<file path="src/rtl/reg_timeout_guard.sv">
// ============================================================================
// Module      : reg_timeout_guard
// Description : Register-bus slice that bounds each downstream access with a
//               timeout and answers hung accesses with an error response.
// Revision    : 1.0 - initial release
// ============================================================================
`default_nettype none

module reg_timeout_guard #(
   parameter int          ADDR_WIDTH     = 32,
   parameter int          DATA_WIDTH     = 32,
   parameter int          TIMEOUT_CYCLES = 256,
   parameter logic [31:0] ERR_DATA       = 32'hBADCAB1E,
   parameter int          STAT_WIDTH     = 16
) (
   input  logic                    clk_i,
   input  logic                    rst_i,
   input  logic                    in_valid_i,
   input  logic                    in_write_i,
   input  logic [ADDR_WIDTH-1:0]   in_addr_i,
   input  logic [DATA_WIDTH-1:0]   in_wdata_i,
   input  logic [DATA_WIDTH/8-1:0] in_wstrb_i,
   output logic                    in_ready_o,
   output logic [DATA_WIDTH-1:0]   in_rdata_o,
   output logic                    in_error_o,
   output logic                    out_valid_o,
   output logic                    out_write_o,
   output logic [ADDR_WIDTH-1:0]   out_addr_o,
   output logic [DATA_WIDTH-1:0]   out_wdata_o,
   output logic [DATA_WIDTH/8-1:0] out_wstrb_o,
   input  logic                    out_ready_i,
   input  logic [DATA_WIDTH-1:0]   out_rdata_i,
   input  logic                    out_error_i,
   input  logic                    tmo_en_i,
   input  logic                    tmo_clr_i,
   output logic                    tmo_irq_o,
   output logic [STAT_WIDTH-1:0]   tmo_count_o,
   output logic [ADDR_WIDTH-1:0]   tmo_addr_o
);

   localparam int c_CW = (TIMEOUT_CYCLES > 1) ? $clog2(TIMEOUT_CYCLES) : 1;
   localparam logic [c_CW-1:0]       c_CNT_MAX  = c_CW'(TIMEOUT_CYCLES - 1);
   localparam logic [DATA_WIDTH-1:0] c_ERR_DATA = DATA_WIDTH'(ERR_DATA);

   localparam logic [1:0] c_IDLE  = 2'd0;
   localparam logic [1:0] c_BUSY  = 2'd1;
   localparam logic [1:0] c_RESP  = 2'd2;
   localparam logic [1:0] c_ABORT = 2'd3;

   logic [1:0]              state_q, state_d;
   logic [c_CW-1:0]         cnt_q, cnt_d;
   logic                    write_q;
   logic [ADDR_WIDTH-1:0]   addr_q;
   logic [DATA_WIDTH-1:0]   wdata_q;
   logic [DATA_WIDTH/8-1:0] wstrb_q;
   logic [DATA_WIDTH-1:0]   rdata_q;
   logic                    error_q;
   logic [STAT_WIDTH-1:0]   tmo_count_q;
   logic [ADDR_WIDTH-1:0]   tmo_addr_q;

   always_ff @(posedge clk_i) begin
      if (rst_i) begin
         state_q <= c_IDLE;
         cnt_q   <= '0;
      end else begin
         state_q <= state_d;
         cnt_q   <= cnt_d;
      end
   end

   // A completion arriving in the expiry cycle takes priority over the timeout.
   always_comb begin
      state_d = state_q;
      cnt_d   = cnt_q;
      case (state_q)
         c_IDLE: begin
            if (in_valid_i) begin
               state_d = c_BUSY;
               cnt_d   = '0;
            end
         end
         c_BUSY: begin
            if (out_ready_i) begin
               state_d = c_RESP;
            end else if (tmo_en_i) begin
               if (cnt_q == c_CNT_MAX) state_d = c_ABORT;
               else                    cnt_d   = cnt_q + c_CW'(1);
            end
         end
         c_RESP:  state_d = c_IDLE;
         c_ABORT: state_d = c_IDLE;
         default: state_d = c_IDLE;
      endcase
   end

   always_comb begin
      out_valid_o = 1'b0;
      in_ready_o  = 1'b0;
      in_rdata_o  = '0;
      in_error_o  = 1'b0;
      tmo_irq_o   = 1'b0;
      case (state_q)
         c_BUSY: out_valid_o = 1'b1;
         c_RESP: begin
            in_ready_o = 1'b1;
            in_rdata_o = rdata_q;
            in_error_o = error_q;
         end
         c_ABORT: begin
            in_ready_o = 1'b1;
            in_rdata_o = c_ERR_DATA;
            in_error_o = 1'b1;
            tmo_irq_o  = 1'b1;
         end
         default: ;
      endcase
   end

   always_ff @(posedge clk_i) begin
      if (rst_i) begin
         write_q <= 1'b0;
         addr_q  <= '0;
         wdata_q <= '0;
         wstrb_q <= '0;
         rdata_q <= '0;
         error_q <= 1'b0;
      end else begin
         if (state_q == c_IDLE && in_valid_i) begin
            write_q <= in_write_i;
            addr_q  <= in_addr_i;
            wdata_q <= in_wdata_i;
            wstrb_q <= in_wstrb_i;
         end
         if (state_q == c_BUSY && out_ready_i) begin
            rdata_q <= out_rdata_i;
            error_q <= out_error_i;
         end
      end
   end

   // A clear coinciding with a timeout still records that timeout.
   always_ff @(posedge clk_i) begin
      if (rst_i) begin
         tmo_count_q <= '0;
         tmo_addr_q  <= '0;
      end else if (state_q == c_ABORT) begin
         tmo_addr_q <= addr_q;
         if (tmo_clr_i)
            tmo_count_q <= STAT_WIDTH'(1);
         else if (tmo_count_q != {STAT_WIDTH{1'b1}})
            tmo_count_q <= tmo_count_q + STAT_WIDTH'(1);
      end else if (tmo_clr_i) begin
         tmo_count_q <= '0;
         tmo_addr_q  <= '0;
      end
   end

   assign out_write_o = write_q;
   assign out_addr_o  = addr_q;
   assign out_wdata_o = wdata_q;
   assign out_wstrb_o = wstrb_q;
   assign tmo_count_o = tmo_count_q;
   assign tmo_addr_o  = tmo_addr_q;

endmodule

`default_nettype wire
</file>
<file path="config.mk">
export PLATFORM = sky130hd
export DESIGN_NAME = reg_timeout_guard
export DESIGN_NICKNAME = d
export VERILOG_FILES = /design/src/rtl/reg_timeout_guard.sv
export SDC_FILE = /design/constraint.sdc
export NUM_CORES = 1
export LEC_CHECK = 0
export ABC_AREA = 1
export CAP_MARGIN = 30
export CORE_MARGIN = 1.5
export CORE_UTILIZATION = 40
export CTS_BUF_LIST = sky130_fd_sc_hd__clkbuf_8
export CTS_CLUSTER_DIAMETER = 120
export DETAILED_ROUTE_END_ITERATION = 7
export PLACE_DENSITY_LB_ADDON = 0.08
export SLEW_MARGIN = 20
export SYNTH_ARGS = -nofsm -noshare
export SYNTH_HDL_FRONTEND = slang
export SYNTH_SLANG_ARGS = --single-unit
</file>
<file path="constraint.sdc">
create_clock -name clk_i -period 1.5 [get_ports clk_i]
set_clock_uncertainty 0.05 [all_clocks]
set_input_delay 0.15 -clock clk_i [delete_from_list [all_inputs] [get_ports clk_i]]
set_output_delay 0.15 -clock clk_i [all_outputs]
set_load 0.01 [all_outputs]
</file>
==> summary.md <==
| Metric | Value |
|---|---|
| Status | finished, final reports clean |
| Synth Cell Area | 6450 um^2 |
| Capturing point of the worst reg2reg path | tmo_count_o[15]$_SDFFE_PP0P_ |
| Vias in the first global route | 5902 |
| Worst slew pin tran | 370 ps |
| Via count | 6666 |
| First-pass GRT wire length | 29800 um |
| Yosys warns | 0 |
| Reg-to-reg slack, setup | 20 ps |
| Period utilisation layout | 99.7% |
| Worst VDD drop | 0.598 mV |
| DR pass1 iterations | 4 |
| Clk slew on worst S/H paths | 70 ps |
| Post-route worst setup slack | 4.44 ps |
| MaxCap Viol Count | 0 |
| Cts bufs inserted | 17 |
| CTS Buffer Depth | 2 |
| Dpl ws | -55.7 ps |
| Worst hold endpoint | cnt_q[3]$_SDFFE_PP0P_ |
| Synth Instances | 876 |
| Most frequent cells in the layout | 170 x nor2_1, 148 x dfxtp_1, 118 x dlygate4sd2_1 |
| Pin count of the biggest net entering global routing | 75 |
| Area taken by multi-input logic gates | 2990 um^2 |
| Min-delay src | rst_i |
| Slew Viols, Final | 0 |
| Final total power | 9.12 mW |
| Synthesized area per cell | 7.36 um^2 |
| Clk sink count | 160 |
| WS Path Type | reg2out |
| Post-synth net total | 986 |
| Initial core utilization | 40.7% |
| CP startpoint | state_q[0]$_SDFFE_PP0P_ |
| Final hold violation count | 0 |
| Hold buffers post-CTS | 0 |
| Maximum clock rate | 669 MHz |
| Grt ovf | 0 |
| CTS H-Tree Depth | 4 |
| Initial antenna violation count | 0 |
| I/O Pins | 261 |
| Die Area | 16900 um^2 |
| Seq cells post-synth | 160 |
| CTS tree | yes |
| Largest fanout on the critical path | 5 |
| Die width | 130 um |
| Iteration-0 DRC Markers | 315 |
| Root Driver | clkbuf_8 |
| CP endpoint kind | primary output |
| Wire per inst | 14.0 um |
| R2R cell count | 8 |
| Post-synth cell types | 31 |
| Register area share after synthesis | 49.7% |
| Power per cell area | 903 nW/um^2 |
| Critical path launch point type | register |
| CP arrival | 1300 ps |
| Site Rows | 46 |
| # port buffers | 260 |
| Final min period | 1500 ps |
| Post-route DRC | 0 |
| Reg2reg start | state_q[1]$_SDFFE_PP0P_ |
| WHS Path Cells | 3 |
| Later-pin clock latency in the skew report | 450 ps |
| Unrepaired setup endpoints after global routing | yes |
| Ant diodes | 0 |
| Gpl congestion | 0.860 |
| FILL cells | 1513 |
| Reg area | 3230 um^2 |
| Die Y | 130 um |
| Global Route Usage Sum | 22.6% |
| Worst min-delay path class | in2reg |
| CP Data Required Time | 1300 ps |
| Final setup viols | 0 |
| P_leak | 4.46 nW |
| Commonest non-fill, non-tap cell in the layout | nor2_1 |
| Final ANT Viol Nets | 0 |
| HPWL after DPL | 13200 um |
| Area delta synth->final | 56.6% |
| Max_slew headroom | 75.3% |
| NumNets Final | 1275 |
| Via-to-Cell Ratio | 4.79 |
| Share of cells above drive strength 1 | 19.6% |
| Core Box Area | 15800 um^2 |
| Routed wire length | 19400 um |
critical path, stage by stage (launching register included):
cell	delay [ps]
dfxtp_4	380
inv_6	60
clkbuf_16	160
a21oi_2	120
buf_2	140
flip-flops by register name, summed over array words and instances (netlist names):
name	flops
out_wstrb_o	4
rdata_q	32
tmo_addr_o	32
out_wdata_o	32
tmo_count_o	16
out_write_o	1
out_addr_o	32
error_q	1
state_q	2
cnt_q	8
logic make-up after synthesis:
group,Yosys count,share of synthesized area [%]
DFF,160,49.7
and+or+nand+nor,369,24.6
AOI/OAI and AO/OA,218,17.4
adders and majority gates,2,0.388
buffers and inverters,127,8.00
layer usage:
layer  global-route usage (%)  vias up  routed length [um]
li1                         -     3416                   -
met1                     27.4     3020                8340
met2                     36.2      205                9080
met3                     8.69       25                1600
met4                     9.08        0                 418
met5                        0        -                   0
synth_stat cells:
library cell | number | area (um^2)
nor2_1 | 183 | 687
dfxtp_1 | 160 | 3200
o21ai_0 | 109 | 546
a21oi_1 | 99 | 495
nand2_1 | 96 | 360
inv_1 | 68 | 255
nand3_1 | 54 | 270
clkbuf_1 | 40 | 150
buf_2 | 12 | 60.1
nand4_1 | 11 | 68.8
nand2_2 | 8 | 50.1
a21oi_2 | 6 | 52.6
inv_2 | 3 | 11.3
nor3_1 | 3 | 15.0
buf_1 | 2 | 7.51
ha_1 | 2 | 25.0
nand2_4 | 2 | 22.5
nor2_2 | 2 | 12.5
nor3b_1 | 2 | 15.0
o21ai_1 | 2 | 10.0
or2_2 | 2 | 12.5
and2_1 | 1 | 6.26
buf_12 | 1 | 20.0
buf_6 | 1 | 11.3
nand3_4 | 1 | 17.5
nand3b_1 | 1 | 7.51
nor2_4 | 1 | 11.3
nor2_8 | 1 | 20.0
nor4_1 | 1 | 6.26
o21a_1 | 1 | 7.51
o21ai_2 | 1 | 8.76
final cells by class:
class / instances / share of cell area (%)
flip-flops and latches: 160 / 32.0
multi-input cells: 589 / 29.6
repair buffers: 326 / 29.2
inverters: 71 / 2.76
well taps: 216 / 2.68
clock buffers: 19 / 2.59
clock inverters: 12 / 1.19
worst max path at each step:
stage                                    to  slack, ps  cells past startpoint
6_report                     in_rdata_o[23]          4                      4
5_1_grt                      in_rdata_o[23]        -80                      4
4_1_cts                      in_rdata_o[16]        -70                      5
3_5_place_dp                  in_rdata_o[3]        -60                      4
3_3_place_gp    tmo_count_o[5]$_SDFFE_PP0P_        -70                      8
2_1_floorplan  tmo_count_o[10]$_SDFFE_PP0P_          8                      9
timing repair:
action | 4_1_cts | 5_1_grt
pin swaps | 1 | 12
endpoints found under the setup margin | 162 | 75
gates resized for setup | 285 | 76
setup buffers | 1 | 4
gates cloned | 1 | 1
where the power goes:
part	internal (mW)	switching (mW)	leakage (nW)
Clock	1.54	1.56	0.200
Sequential	4.48	0.126	1.32
Combinational	0.695	0.722	2.95
Total	6.71	2.41	4.46
metrics by stage:
| step | TNS, ps | instances | utilization (%) | hold WS (ps) | instance area (um^2) |
|---|---|---|---|---|---|
| floorplan | 0 | 876 | - | 224 | 6470 |
| global placement | -425 | 1356 | 60.9 | 389 | 9640 |
| detailed placement | -477 | 1356 | 60.9 | 393 | 9640 |
| CTS | -841 | 1389 | 61.9 | 93.2 | 9800 |
| global route | -1820 | 1393 | 63.8 | 131 | 10100 |
| finish | 0 | 1393 | 63.8 | 120 | 10100 |
(Power assumes the default switching activity.)
